$ cat config.mk
export PLATFORM = sky130hd
export DESIGN_NAME = arcade_input_conditioner_flat
export DESIGN_NICKNAME = d
export VERILOG_FILES = /design/src/rtl/arcade_input_conditioner_if.sv /design/src/rtl/arcade_input_conditioner.sv /design/src/flat_wrapper.sv
export SDC_FILE = /design/constraint.sdc
export NUM_CORES = 1
export LEC_CHECK = 0
export CAP_MARGIN = 25
export CELL_PAD_IN_SITES_DETAIL_PLACEMENT = 0
export CELL_PAD_IN_SITES_GLOBAL_PLACEMENT = 2
export CORE_UTILIZATION = 40
export CTS_BUF_LIST = sky130_fd_sc_hd__clkbuf_16
export DETAILED_ROUTE_END_ITERATION = 8
export DONT_BUFFER_PORTS = 1
export GPL_TIMING_DRIVEN = 0
export PLACE_DENSITY = 0.86
export SETUP_SLACK_MARGIN = 0.02
export SLEW_MARGIN = 0
export SYNTH_ARGS = -nofsm -noshare
export SYNTH_HDL_FRONTEND = slang
export SYNTH_SLANG_ARGS = --single-unit
$ cat constraint.sdc
create_clock -name clk_sys -period 4.4 [get_ports clk_sys]
set_input_delay 1.1 -clock clk_sys [delete_from_list [all_inputs] [get_ports clk_sys]]
set_output_delay 1.1 -clock clk_sys [all_outputs]
set_load 0.05 [all_outputs]
$ cat src/rtl/arcade_input_conditioner_if.sv
// Host-side signal bundle for arcade_input_conditioner: PS/2 key word,
// merged joystick, video/cabinet status and the active-low IN0/IN1 words.
interface arcade_input_conditioner_if;
    logic [10:0] ps2_key;
    logic [15:0] joy;
    logic        vblank;
    logic        rotate;
    logic        cocktail;
    logic [7:0]  in0;
    logic [7:0]  in1;

    modport master (
        output ps2_key, joy, vblank, rotate, cocktail,
        input  in0, in1
    );

    modport slave (
        input  ps2_key, joy, vblank, rotate, cocktail,
        output in0, in1
    );
endinterface

$ cat src/rtl/arcade_input_conditioner.sv
// arcade_input_conditioner: PS/2 key events + joystick -> pacman IN0/IN1.
// Tracks key state, rotates directions, stretches coins over vblank frames.
// Optional build macro FOURWAY_LOCK_EN: per-player four-way direction lock
// (only the most recently pressed direction passes).
module arcade_input_conditioner #(
    parameter int unsigned COIN_FRAMES = 2,
    parameter int unsigned CNT_W       = 3
) (
    input  logic                      clk_sys,
    input  logic                      reset_n,
    arcade_input_conditioner_if.slave bus
);
    localparam int unsigned NKEYS = 19;
    localparam int unsigned K_P1U = 0;
    localparam int unsigned K_P1D = 1;
    localparam int unsigned K_P1L = 2;
    localparam int unsigned K_P1R = 3;
    localparam int unsigned K_029 = 4;
    localparam int unsigned K_014 = 5;
    localparam int unsigned K_005 = 6;
    localparam int unsigned K_006 = 7;
    localparam int unsigned K_004 = 8;
    localparam int unsigned K_003 = 9;
    localparam int unsigned K_016 = 10;
    localparam int unsigned K_01E = 11;
    localparam int unsigned K_02E = 12;
    localparam int unsigned K_036 = 13;
    localparam int unsigned K_P2U = 14;
    localparam int unsigned K_P2D = 15;
    localparam int unsigned K_P2L = 16;
    localparam int unsigned K_P2R = 17;
    localparam int unsigned K_01C = 18;

    // Direction vectors are ordered {U,D,L,R}, matching joy[3:0].
    logic             tog_q;
    logic             event_c;
    logic [NKEYS-1:0] key_sel_c;
    logic [NKEYS-1:0] keys_q, keys_d;
    logic [3:0]       p1_raw_c, p2_raw_c, p1_dir_c, p2_dir_c;
    logic [3:0]       p1_s1_q, p1_s2_q, p2_s1_q, p2_s2_q;
    logic [3:0]       p1_out_c, p2_out_c;
    logic [3:0]       btn_c, btn_q;    // {cocktail, start2, start1, cheat}
    logic             vblank_q, vb_rise_c;
    logic [1:0]       coin_src_c, coin_src_q, coin_rise_c;
    logic [CNT_W-1:0] cnt1_q, cnt1_d, cnt2_q, cnt2_d;
    logic [7:0]       in0_q, in0_d, in1_q, in1_d;
    logic             unused_joy_c;

    assign unused_joy_c = ^bus.joy[15:8];

    function automatic logic [3:0] rot_dir(input logic [3:0] d, input logic r);
        // Rotated screen: U<-L, D<-R, L<-D, R<-U
        return r ? {d[1], d[0], d[2], d[3]} : d;
    endfunction

    function automatic logic [CNT_W-1:0] next_cnt(input logic [CNT_W-1:0] cnt,
                                                  input logic rise, input logic vb);
        logic [CNT_W-1:0] n;
        n = cnt;
        if (rise && (cnt == '0)) begin
            n = CNT_W'(COIN_FRAMES);
        end else if (vb && (cnt != '0)) begin
            n = cnt - CNT_W'(1);
        end
        return n;
    endfunction

    // Scan-code decode and key-state update on a toggle change
    always_comb begin
        key_sel_c = '0;
        case (bus.ps2_key[8:0])
            9'h075, 9'h175: key_sel_c[K_P1U] = 1'b1;
            9'h072, 9'h172: key_sel_c[K_P1D] = 1'b1;
            9'h06B, 9'h16B: key_sel_c[K_P1L] = 1'b1;
            9'h074, 9'h174: key_sel_c[K_P1R] = 1'b1;
            9'h029:         key_sel_c[K_029] = 1'b1;
            9'h014:         key_sel_c[K_014] = 1'b1;
            9'h005:         key_sel_c[K_005] = 1'b1;
            9'h006:         key_sel_c[K_006] = 1'b1;
            9'h004:         key_sel_c[K_004] = 1'b1;
            9'h003:         key_sel_c[K_003] = 1'b1;
            9'h016:         key_sel_c[K_016] = 1'b1;
            9'h01E:         key_sel_c[K_01E] = 1'b1;
            9'h02E:         key_sel_c[K_02E] = 1'b1;
            9'h036:         key_sel_c[K_036] = 1'b1;
            9'h02D:         key_sel_c[K_P2U] = 1'b1;
            9'h02B:         key_sel_c[K_P2D] = 1'b1;
            9'h023:         key_sel_c[K_P2L] = 1'b1;
            9'h034:         key_sel_c[K_P2R] = 1'b1;
            9'h01C:         key_sel_c[K_01C] = 1'b1;
            default:        key_sel_c = '0;
        endcase
        event_c = bus.ps2_key[10] ^ tog_q;
        keys_d  = keys_q;
        if (event_c) begin
            keys_d = (keys_q & ~key_sel_c) | (key_sel_c & {NKEYS{bus.ps2_key[9]}});
        end
    end

    // Merge keys with joystick, rotate directions, collect buttons and coin sources
    always_comb begin
        p1_raw_c = {keys_q[K_P1U], keys_q[K_P1D], keys_q[K_P1L], keys_q[K_P1R]} | bus.joy[3:0];
        p2_raw_c = {keys_q[K_P2U], keys_q[K_P2D], keys_q[K_P2L], keys_q[K_P2R]} | bus.joy[3:0];
        p1_dir_c = rot_dir(p1_raw_c, bus.rotate);
        p2_dir_c = rot_dir(p2_raw_c, bus.rotate);
        btn_c    = {bus.cocktail,
                    keys_q[K_006] | keys_q[K_01E] | bus.joy[6],
                    keys_q[K_005] | keys_q[K_016] | bus.joy[5],
                    keys_q[K_029] | keys_q[K_014] | keys_q[K_01C] | keys_q[K_003] | bus.joy[4]};
        coin_src_c  = {keys_q[K_036], keys_q[K_02E] | keys_q[K_004] | bus.joy[7]};
        coin_rise_c = coin_src_c & ~coin_src_q;
        vb_rise_c   = bus.vblank & ~vblank_q;
        cnt1_d      = next_cnt(cnt1_q, coin_rise_c[0], vb_rise_c);
        cnt2_d      = next_cnt(cnt2_q, coin_rise_c[1], vb_rise_c);
    end

`ifdef FOURWAY_LOCK_EN
    logic [3:0] p1_mask_q, p1_mask_d, p2_mask_q, p2_mask_d;

    function automatic logic [3:0] pick_one(input logic [3:0] n);
        // Priority U > D > L > R when several directions rise together
        if (n[3])      return 4'b1000;
        else if (n[2]) return 4'b0100;
        else if (n[1]) return 4'b0010;
        else           return 4'b0001;
    endfunction

    // Reload each player's lock mask on any freshly pressed direction
    always_comb begin
        p1_mask_d = p1_mask_q;
        p2_mask_d = p2_mask_q;
        if ((p1_s1_q & ~p1_s2_q) != 4'b0000) p1_mask_d = pick_one(p1_s1_q & ~p1_s2_q);
        if ((p2_s1_q & ~p2_s2_q) != 4'b0000) p2_mask_d = pick_one(p2_s1_q & ~p2_s2_q);
        p1_out_c = p1_s2_q & p1_mask_q;
        p2_out_c = p2_s2_q & p2_mask_q;
    end

    // Lock mask registers
    always_ff @(posedge clk_sys or negedge reset_n) begin
        if (!reset_n) begin
            p1_mask_q <= '0;
            p2_mask_q <= '0;
        end else begin
            p1_mask_q <= p1_mask_d;
            p2_mask_q <= p2_mask_d;
        end
    end
`else
    assign p1_out_c = p1_s2_q;
    assign p2_out_c = p2_s2_q;
`endif

    // Active-low output words
    always_comb begin
        in0_d = ~{1'b0, (cnt2_q != '0), (cnt1_q != '0), btn_q[0],
                  p1_out_c[2], p1_out_c[0], p1_out_c[1], p1_out_c[3]};
        in1_d = ~{btn_q[3], btn_q[2], btn_q[1], 1'b0,
                  p2_out_c[2], p2_out_c[0], p2_out_c[1], p2_out_c[3]};
    end

    // State, pipeline, coin counter and output registers
    always_ff @(posedge clk_sys or negedge reset_n) begin
        if (!reset_n) begin
            tog_q      <= 1'b0;
            keys_q     <= '0;
            p1_s1_q    <= '0;
            p1_s2_q    <= '0;
            p2_s1_q    <= '0;
            p2_s2_q    <= '0;
            btn_q      <= '0;
            vblank_q   <= 1'b0;
            coin_src_q <= '0;
            cnt1_q     <= '0;
            cnt2_q     <= '0;
            in0_q      <= 8'hFF;
            in1_q      <= 8'hFF;
        end else begin
            tog_q      <= bus.ps2_key[10];
            keys_q     <= keys_d;
            p1_s1_q    <= p1_dir_c;
            p1_s2_q    <= p1_s1_q;
            p2_s1_q    <= p2_dir_c;
            p2_s2_q    <= p2_s1_q;
            btn_q      <= btn_c;
            vblank_q   <= bus.vblank;
            coin_src_q <= coin_src_c;
            cnt1_q     <= cnt1_d;
            cnt2_q     <= cnt2_d;
            in0_q      <= in0_d;
            in1_q      <= in1_d;
        end
    end

    assign bus.in0 = in0_q;
    assign bus.in1 = in1_q;
endmodule
$ cat src/flat_wrapper.sv
// flat-port wrapper written by rule: the top's interface ports become plain ports
module arcade_input_conditioner_flat 
#(
    parameter int unsigned COIN_FRAMES = 2,
    parameter int unsigned CNT_W       = 3
)
  (clk_sys, reset_n, bus_ps2_key, bus_joy, bus_vblank, bus_rotate, bus_cocktail, bus_in0, bus_in1);
  arcade_input_conditioner_if bus_i ();
  input  logic clk_sys;
  input  logic reset_n;
  input wire logic [$bits(bus_i.ps2_key)-1:0] bus_ps2_key;
  input wire logic [$bits(bus_i.joy)-1:0] bus_joy;
  input wire logic [$bits(bus_i.vblank)-1:0] bus_vblank;
  input wire logic [$bits(bus_i.rotate)-1:0] bus_rotate;
  input wire logic [$bits(bus_i.cocktail)-1:0] bus_cocktail;
  output wire logic [$bits(bus_i.in0)-1:0] bus_in0;
  output wire logic [$bits(bus_i.in1)-1:0] bus_in1;
  assign bus_i.ps2_key = bus_ps2_key;
  assign bus_i.joy = bus_joy;
  assign bus_i.vblank = bus_vblank;
  assign bus_i.rotate = bus_rotate;
  assign bus_i.cocktail = bus_cocktail;
  assign bus_in0 = bus_i.in0;
  assign bus_in1 = bus_i.in1;
  arcade_input_conditioner #(.COIN_FRAMES(COIN_FRAMES), .CNT_W(CNT_W)) u_core (.clk_sys(clk_sys), .reset_n(reset_n), .bus(bus_i));
endmodule
==> results of run 1 <==
cell usage after synthesis (all sizes together) (2+ instances only):
| cell type | instances | area share |
|---|---|---|
| nor3 | 12 | 0.025 |
| nand4 | 8 | 0.019 |
| nor4bb | 4 | 0.015 |
| mux2i | 2 | 0.0077 |
| nand2b | 2 | 0.0048 |
| buf | 5 | 0.014 |
| nand3b | 5 | 0.014 |
| nand4b | 2 | 0.0067 |
| ha | 4 | 0.019 |
| nor4 | 8 | 0.024 |
| a21oi | 8 | 0.015 |
| nand2 | 4 | 0.0057 |
| nor2b | 6 | 0.014 |
| mux2 | 21 | 0.091 |
| clkbuf | 5 | 0.0091 |
| inv | 16 | 0.023 |
| nor4b | 2 | 0.0091 |
| nor2 | 13 | 0.019 |
| dfrtp | 49 | 0.47 |
| or3 | 5 | 0.012 |
| dfstp | 14 | 0.14 |
worst max-delay path: cells and delay by family:
family,cells,cell delay [ns]
simple gates,2,0.91
mux,1,0.34
buf+inv,1,0.15
power by group through the flow:
stage          clock [mW]  combinational (mW)  sequential (mW)
2_1_floorplan           0               0.126            0.748
3_3_place_gp            0               0.145            0.753
3_5_place_dp            0               0.149            0.755
4_1_cts             0.824               0.150            0.746
5_1_grt             0.854               0.173            0.752
6_report            0.807               0.147            0.745
final cells by class:
class / count / area (sq um)
Fill cell: 577 / 3250
Sequential cell: 63 / 1590
Multi-Input combinational cell: 119 / 902
Clock buffer: 9 / 225
Clock inverter: 7 / 121
Tap cell: 77 / 96.3
Buffer: 10 / 60.1
Inverter: 16 / 60.1
metrics by stage:
step                total power, mW  instance area [sq um]
global route                   1.78                   3060
floorplan                     0.874                   2620
finish                         1.70                   3060
CTS                            1.72                   3060
detailed placement            0.904                   2710
global placement              0.898                   2710
metal layers:
layer	wire [um]	GRT usage	up-vias
met5	0	0	-
li1	-	-	746
met3	202	0.0467	4
met1	2140	0.186	734
met4	57	0.0658	0
met2	1890	0.200	41
cells by family (layout without fill, tap and decap cells):
family,Yosys count,count (layout),share of synthesized area
multiplexers,23,23,0.0982
buffers and inverters,26,42,0.0460
AND/OR/NAND/NOR,76,76,0.186
flip-flops,63,63,0.610
AO/OA/AOI/OAI,12,12,0.0268
adder cells (fa/ha/maj),4,4,0.0192
other,1,2,0.00144
XOR/XNOR,2,2,0.0125
how the worst min path moves through the flow:
stage / start / endpoint / cells past startpoint / slack (ns)
after floorplan: u_core.p1_s1_q[0] / u_core.p1_out_c[0] / 0 / 0.33
after global placement: u_core.p1_s1_q[2] / u_core.p1_out_c[2] / 0 / 0.33
after detailed placement: u_core.p1_s1_q[3] / u_core.p1_out_c[3] / 0 / 0.33
after CTS: u_core.p2_out_c[0] / u_core.bus.in1[2] / 1 / 0.35
after global routing: u_core.p1_s1_q[2] / u_core.p1_out_c[2] / 0 / 0.35
final: u_core.p2_out_c[2] / u_core.bus.in1[3] / 1 / 0.34
==> qor.yml, run 1 <==
sta:
  slew_headroom: 0.597
  skew_ns: 0.00403
  fin_tns_setup_ns: 0
  final_max_slew_viol_count: 0
  hold_ws_ns: 0.345
  max_freq_mhz: 433
  fin_ws_ns: 2.09
  rsz0062_at_grt: "false"
  fin_crit_ns: 2.31
  hold_viol_final: 0
  tightestPinTransition_ns: 0.597
  setup_viol: 0
  fin_crit_sh: 0.525
clocking:
  post_cts_buffers: 0
  cts_buffer_depth: 2
  cts_resized: 0
  insertion_delay_ns: 0.32
  clk_pin_slew_worst_paths_ns: 0.05
  clockRootBuffer: "clkbuf_16"
  cts_tree: "done"
  cts.sink_count: 63
  cts_hold_buffers: 0
  numCtsBuffers: 9
  h-tree-depth: 3
pwr:
  p_int_mw: 1.28
  p_clk_frac: 0.475
  p_leak_nw: 1.38
  power_density_mw_per_mm2: 556
  vdd_drop_max_v: 0.000258
  netSwitchingFraction: 0.246
  p_seq_frac: 0.438
  comb_power_share: 0.087
  p_sw_mw: 0.417
final_layout:
  syn_to_final_growth_pct: 17.1
  most-common-layout-cells: "dfrtp_1 (49), inv_1 (16), dfstp_2 (14)"
  final_common_cell: "dfrtp_1"
  layout-drive-gt1-share: 0.241
  fin_util: 0.485
  antenna_cells: 0
  final_cell_count_no_fill: 301
  layout.nets: 255
drt:
  dr_total_vias: 1525
  wirelength_um: 4300
  drcViolationCount: 0
  antenna_left: 0
  drtIter0Drc: 44
  post_drt_wl_per_cell_um: 14.3
  viasPerCell: 5.07
  drt_first_pass_iters: 4
global_routing:
  grt_usage: 0.138
  grt_pass1_wl_um: 7290
  grt_pass1_vias: 1519
  antenna_found_initial: 0
  overflow: 0
  grt_max_degree: 64
run_status:
  status: "complete, no violations"
place:
  dpl.cell_count: 285
  gp_congestion: 0.795
  portBuffers: 0
  post-dp-hpwl_um: 2860
  pre_cts_ws_ns: 1.76
die:
  num_rows: 29
  pin_count: 48
  die_h_um: 82.8
  fp.dieW_um: 82.8
  start_util: 0.414
  die_area_sq_mm: 0.00686
  core_sq_mm: 0.00631
yosys:
  syn_avg_cell_area_sq_um: 12.6
  synthCells: 207
  synth_flop_cell: "dfrtp_1"
  synth_edf_count: 0
  netlist_area_sq_mm: 0.00261
  async_reset_ff_frac: 1.00
  synth-seq-cells: 63
  synth_seq_area_share: 0.610
  yosysUniqueCellTypes: 41
  yosysWarnings: 0
setup_path:
  ff2ff_path_depth: 3
  reg2reg_setup_slack_ns: 2.75
  worstPathCellList: "buf_2 > nor4bb_1 > nor4b_2 > mux2_1"
  cp-startpoint: "bus_ps2_key[0]"
  critPathLaunchType: "input pin"
  cp_max_fo: 10
  timing.rr.start: "u_core.tog_q"
  cp.arrival_ns: 2.51
  crit_slowest_cell: "nor4bb_1"
  worst_setup_path_end_kind: "register"
  crit_type: "input pin to register"
  cp_slowest_stage_delay_ns: 0.57
  required_ns: 4.60
job:
  drv_cap: 0
min_path:
  hold_path_class: "register to register"
(Power assumes the default switching activity.)
==> run 2: changes to the inputs <==
--- a/config.mk
+++ b/config.mk
@@ -5,15 +5,16 @@
 export SDC_FILE = /design/constraint.sdc
 export NUM_CORES = 1
 export LEC_CHECK = 0
+export ABC_AREA = 1
 export CAP_MARGIN = 25
 export CELL_PAD_IN_SITES_DETAIL_PLACEMENT = 0
 export CELL_PAD_IN_SITES_GLOBAL_PLACEMENT = 2
-export CORE_UTILIZATION = 40
+export CORE_UTILIZATION = 37
 export CTS_BUF_LIST = sky130_fd_sc_hd__clkbuf_16
 export DETAILED_ROUTE_END_ITERATION = 8
 export DONT_BUFFER_PORTS = 1
 export GPL_TIMING_DRIVEN = 0
-export PLACE_DENSITY = 0.86
+export PLACE_DENSITY = 0.88
 export SETUP_SLACK_MARGIN = 0.02
 export SLEW_MARGIN = 0
 export SYNTH_ARGS = -nofsm -noshare
==> constraint.sdc (replaced) <==
create_clock -name clk_sys -period 2.4 [get_ports clk_sys]
set_input_delay 0.6 -clock clk_sys [delete_from_list [all_inputs] [get_ports clk_sys]]
set_output_delay 0.6 -clock clk_sys [all_outputs]
set_load 0.05 [all_outputs]
==> run 2 against run 1 <==
Effect of this change: cell count up 41%; non-clock buffer count decreased by 3; final area rose by 2.8%; register-to-register slack worse by 1.8 ns; synthesized cell count rose by 50%; global-route usage grew 2.9 points; routed wire length is 23% higher; worst hold slack worse by 0.23 ns; via count rose by 26%; critical path depth fell by 4; worst setup slack lost 1.3 ns; largest power group is now registers; utilization down 3.2 points.
==> qor.yml, run 2 <==
clocking:
  numCtsBuffers: 9
  post_cts_buffers: 0
  cts_buffer_depth: 2
  insertion_delay_ns: 0.33
  cts.sink_count: 63
  cts_resized: 0
  h-tree-depth: 3
  clockRootBuffer: "clkbuf_16"
  clk_pin_slew_worst_paths_ns: 0.06
  cts_tree: "done"
  cts_hold_buffers: 1
setup_path:
  required_ns: 1.80
  worst_setup_path_end_kind: "output pin"
  cp.arrival_ns: 1.01
  cp_max_fo: 1
  critPathLaunchType: "register"
  crit_type: "register to output pin"
final_layout:
  final_cell_area_sq_mm: 0.00315
  antenna_cells: 0
  layout.nets: 360
  layout-drive-gt1-share: 0.128
  syn_to_final_growth_pct: 16.1
  most-common-layout-cells: "nand2_1 (76), inv_1 (51), dfrtp_1 (49)"
  final_cell_count_no_fill: 425
  final_common_cell: "nand2_1"
sta:
  rsz0062_at_grt: "false"
  fin_crit_ns: 1.61
  fin_crit_sh: 0.669
  final_max_slew_viol_count: 0
  setup_viol: 0
  skew_ns: 0.00878
  max_freq_mhz: 623
  hold_viol_final: 0
  fin_tns_setup_ns: 0
yosys:
  yosys-top-cells-count: "nand2_1 (76), dfrtp_1 (49), inv_1 (49), nor2_1 (40), nand3_1 (18)"
  synth_top_area_cell: "dfrtp_1"
  yosysUniqueCellTypes: 23
  synth_flop_cell: "dfrtp_1"
  yosys-mux-area-fraction: 0
  synth-seq-cells: 63
  async_reset_ff_frac: 1.00
  synthCells: 311
  yosysWarnings: 0
  synth_seq_area_share: 0.588
  yosysMostFrequentCell: "nand2_1"
  yosys.area_share.adder: 0.0185
  synth_top_family_by_area: "simple AND/OR/NAND/NOR gates"
  synth_compound_area_frac: 0.0397
  synth-simple-area-share: 0.263
  netlist_area_sq_mm: 0.00271
  synth_xor_area_frac: 0.00646
  synth_edf_count: 0
  syn_avg_cell_area_sq_um: 8.71
  synth_top_area_frac: 0.452
  synthTopCellsByArea: "dfrtp_1 (45%), dfstp_2 (14%), nand2_1 (11%)"
die:
  pin_count: 48
  die_area_sq_mm: 0.00767
  start_util: 0.390
  core_sq_mm: 0.00694
  num_rows: 30
  fp.dieW_um: 87.6
  die_h_um: 87.6
drt:
  drtIter0Drc: 46
  post_drt_wl_per_cell_um: 12.4
  dr_total_vias: 1924
  drt_first_pass_iters: 4
  drcViolationCount: 0
  viasPerCell: 4.53
  antenna_left: 0
  wirelength_um: 5290
global_routing:
  grt_max_degree: 50
  overflow: 0
  grt_usage: 0.167
  antenna_found_initial: 0
  grt_pass1_vias: 1979
  grt_pass1_wl_um: 9420
pwr:
  power_density_mw_per_mm2: 903
  p_clk_frac: 0.429
  vdd_drop_max_v: 0.000390
  p_int_mw: 2.08
  total_power_mw: 2.84
  comb_power_share: 0.100
  p_seq_frac: 0.470
  netSwitchingFraction: 0.267
  p_leak_nw: 1.53
  p_sw_mw: 0.759
place:
  gp_congestion: 0.842
  post-dp-hpwl_um: 3790
  placed_area_sq_mm: 0.00283
  portBuffers: 0
  dpl.cell_count: 408
job:
  drv_cap: 0
min_path:
  hold_path_class: "input pin to asynchronous set/reset pin"
run_status:
  status: "complete, no violations"
run 2: per-stage QoR:
step / setup slack (ns) / hold slack [ns] / util
floorplan: 1.12 / 0.304 / -
global placement: 0.893 / 0.306 / 0.408
detailed placement: 0.897 / 0.306 / 0.408
CTS: 0.778 / 0.0987 / 0.453
global route: 0.698 / 0.0944 / 0.453
finish: 0.794 / 0.113 / 0.453
run 2: cells by family (layout without fill, tap and decap cells):
kind of cell               Yosys count  after routing
other                                1              2
AOI/OAI and AO/OA                   21             21
and+or+nand+nor                    164            164
DFF                                 63             63
adders and majority gates            4              4
buffers and inverters               56             73
xor gates and xnor gates             2              2
run 2: per-layer routing:
| metal | routed length [um] | vias up | global-route usage | share of wire |
|---|---|---|---|---|
| li1 | - | 992 | - | - |
| met5 | 0 | - | 0 | 0 |
| met3 | 352 | 8 | 0.0594 | 0.067 |
| met2 | 2350 | 43 | 0.257 | 0.44 |
| met1 | 2500 | 881 | 0.210 | 0.47 |
| met4 | 85 | 0 | 0.0805 | 0.016 |
run 2: path summary, 6_finish.rpt:
check	start	end	slack, ns	cells after the start
setup / recovery	u_core.bus.in0[5]	bus_in0[5]	0.79	0
hold / removal	reset_n	u_core.bus.in0[6]	0.11	0
hold reg to reg	u_core.btn_q[3]	u_core.bus.in1[7]	0.34	1
setup reg to reg	u_core.cnt2_q[0]	u_core.cnt2_q[1]	0.97	7
max in group asynchronous	reset_n	u_core.cnt1_q[0]	2.06	1
min in group clk_sys	bus_vblank	u_core.vblank_q	0.30	0
run 2: layout make-up:
class / instances / area, sq um
fill: 713 / 3800
sequential: 63 / 1590
multi-input combinational: 193 / 895
clock buffer: 9 / 225
inverter: 50 / 188
tap: 96 / 120
clock inverter: 7 / 58.8
buffer: 6 / 37.5
timing repair buffer: 1 / 27.5
run 2: power by group through the flow:
stage / clock, mW / sequential [mW] / combinational [mW]
2_1_floorplan: 0 / 1.34 / 0.212
6_report: 1.22 / 1.34 / 0.285
5_1_grt: 1.32 / 1.35 / 0.341
3_5_place_dp: 0 / 1.35 / 0.265
3_3_place_gp: 0 / 1.35 / 0.250
4_1_cts: 1.26 / 1.34 / 0.290
==> run 3: changes to the inputs <==
--- a/config.mk
+++ b/config.mk
@@ -5,16 +5,16 @@
 export SDC_FILE = /design/constraint.sdc
 export NUM_CORES = 1
 export LEC_CHECK = 0
-export ABC_AREA = 1
+export ABC_AREA = 0
 export CAP_MARGIN = 25
 export CELL_PAD_IN_SITES_DETAIL_PLACEMENT = 0
 export CELL_PAD_IN_SITES_GLOBAL_PLACEMENT = 2
-export CORE_UTILIZATION = 37
+export CORE_UTILIZATION = 40
 export CTS_BUF_LIST = sky130_fd_sc_hd__clkbuf_16
 export DETAILED_ROUTE_END_ITERATION = 8
 export DONT_BUFFER_PORTS = 1
 export GPL_TIMING_DRIVEN = 0
-export PLACE_DENSITY = 0.88
+export PLACE_DENSITY = 0.86
 export SETUP_SLACK_MARGIN = 0.02
 export SLEW_MARGIN = 0
 export SYNTH_ARGS = -nofsm -noshare
==> constraint.sdc (replaced) <==
create_clock -name clk_sys -period 1.6 [get_ports clk_sys]
set_input_delay 0.4 -clock clk_sys [delete_from_list [all_inputs] [get_ports clk_sys]]
set_output_delay 0.4 -clock clk_sys [all_outputs]
set_load 0.05 [all_outputs]
==> run 3 against run 2 <==
Effect of this change: the flow now finishes with violations (negative hold slack); sequential power increased by 53%; sequential cell count did not move; global-route usage fell by 3.0 points; utilization up 4.0 points; highest routed layer unchanged.
==> qor.yml, run 3 (synthesized netlist as in run 1, its figures left out) <==
setup_path:
  cp_max_fo: 10
  reg2reg_setup_slack_ns: 0.06
  cp_slowest_stage_delay_ns: 0.46
  crit_slowest_cell: "dfrtp_1"
  worst_setup_path_end_kind: "register"
  worstPathCellList: "xnor2_4 > nor4_2 > mux2_2"
  critPathLaunchType: "register"
  timing.rr.start: "u_core.tog_q"
  required_ns: 1.80
  ff2ff_path_depth: 3
  crit_type: "register to register"
  cp-startpoint: "u_core.tog_q"
  cp.arrival_ns: 1.74
global_routing:
  overflow: 0
  grt_pass1_vias: 1563
  grt_max_degree: 64
  grt_pass1_wl_um: 7450
  grt_usage: 0.137
  antenna_found_initial: 0
clocking:
  clockRootBuffer: "clkbuf_16"
  h-tree-depth: 3
  numCtsBuffers: 9
  clk_pin_slew_worst_paths_ns: 0.06
  cts.sink_count: 63
  insertion_delay_ns: 0.32
  cts_buffer_depth: 2
  cts_tree: "done"
  post_cts_buffers: 0
place:
  gp_congestion: 0.790
  dpl.cell_count: 285
  post-dp-hpwl_um: 2920
  pre_cts_ws_ns: -0.310
  portBuffers: 0
  placed_area_sq_mm: 0.00274
drt:
  drtIter0Drc: 58
  wirelength_um: 4200
  dr_total_vias: 1527
  drcViolationCount: 0
  drt_first_pass_iters: 4
  antenna_left: 0
  viasPerCell: 5.07
  post_drt_wl_per_cell_um: 14.0
sta:
  setup_viol: 0
  rsz0062_at_grt: "true"
  fin_crit_ns: 1.54
  hold_ws_ns: -0.224
  fin_crit_sh: 0.962
  fin_ws_ns: 0.0608
  final_max_slew_viol_count: 0
  hold_viol_final: 63
  max_freq_mhz: 650
  skew_ns: 0.00595
die:
  num_rows: 29
  core_sq_mm: 0.00631
  pin_count: 48
  fp.dieW_um: 82.8
  start_util: 0.414
  die_h_um: 82.8
  die_area_sq_mm: 0.00686
final_layout:
  fin_util: 0.493
  regArea_sq_mm: 0.00159
  layout-drive-gt1-share: 0.272
  final_common_cell: "dfrtp_1"
  fillers: 581
  syn_to_final_growth_pct: 19.1
  layout.nets: 255
  final_cell_area_sq_mm: 0.00311
  most-common-layout-cells: "dfrtp_1 (49), inv_1 (16), dfstp_2 (14)"
  antenna_cells: 0
  multi_input_area_sq_um: 966
  final_cell_count_no_fill: 301
job:
  drv_cap: 0
pwr:
  vdd_drop_max_v: 0.000983
  p_leak_nw: 1.38
  power_density_mw_per_mm2: 1470
min_path:
  hold_path_class: "input pin to asynchronous set/reset pin"
run_status:
  violations: "negative hold slack"
  status: "finished, violations left"
run 3: layout make-up:
type / count / share of cell area
well taps: 77 / 0.0310
plain buffers: 10 / 0.0213
flip-flops and latches: 63 / 0.512
clock buffers: 9 / 0.0724
multi-input cells: 119 / 0.311
inverters: 16 / 0.0193
clock inverters: 7 / 0.0330
run 3: power breakdown:
part	leakage [nW]	internal [mW]	total (mW)	switching [mW]
Combinational	0.467	0.199	0.422	0.223
Clock	0.157	1.38	2.09	0.708
Sequential	0.758	1.81	2.05	0.239
run 3: how the worst min path moves through the flow:
stage	startpoint	endpoint	slack, ns	depth (start not counted)
finish	reset_n	u_core.cnt1_q[0]	-0.22	0
global route	reset_n	u_core.p2_out_c[0]	-0.25	0
CTS	reset_n	u_core.btn_q[3]	-0.24	0
detailed placement	reset_n	u_core.cnt1_q[0]	0.11	0
global placement	reset_n	u_core.cnt1_q[0]	0.11	0
floorplan	reset_n	asynchronous set/reset pin	0.10	0
run 3: worst max-delay path: cells and delay by family (launching register included):
kind,cells,cell delay [ns]
multiplexers,1,0.37
flip-flops,1,0.46
AND/OR/NAND/NOR,1,0.34
XOR/XNOR,1,0.26
run 3: layer usage:
layer | vias to the layer above | track usage | part of all wire
met5 | - | 0 | 0
met4 | 0 | 0.0517 | 0.015
met3 | 5 | 0.0477 | 0.052
met2 | 46 | 0.203 | 0.46
met1 | 730 | 0.186 | 0.47
li1 | 746 | - | -
run 3: stage by stage:
stage               setup TNS (ns)  power, mW
floorplan                   -0.108       2.41
global placement             -1.05       2.47
detailed placement           -1.03       2.50
CTS                              0       4.61
global route                     0       4.77
finish                           0       4.56
run 3: repair_timing:
item	4_1_cts	5_1_grt
pin swaps	0	0
hold endpoints to repair	63	63
setup endpoints to repair	3	4
resized for setup	3	2
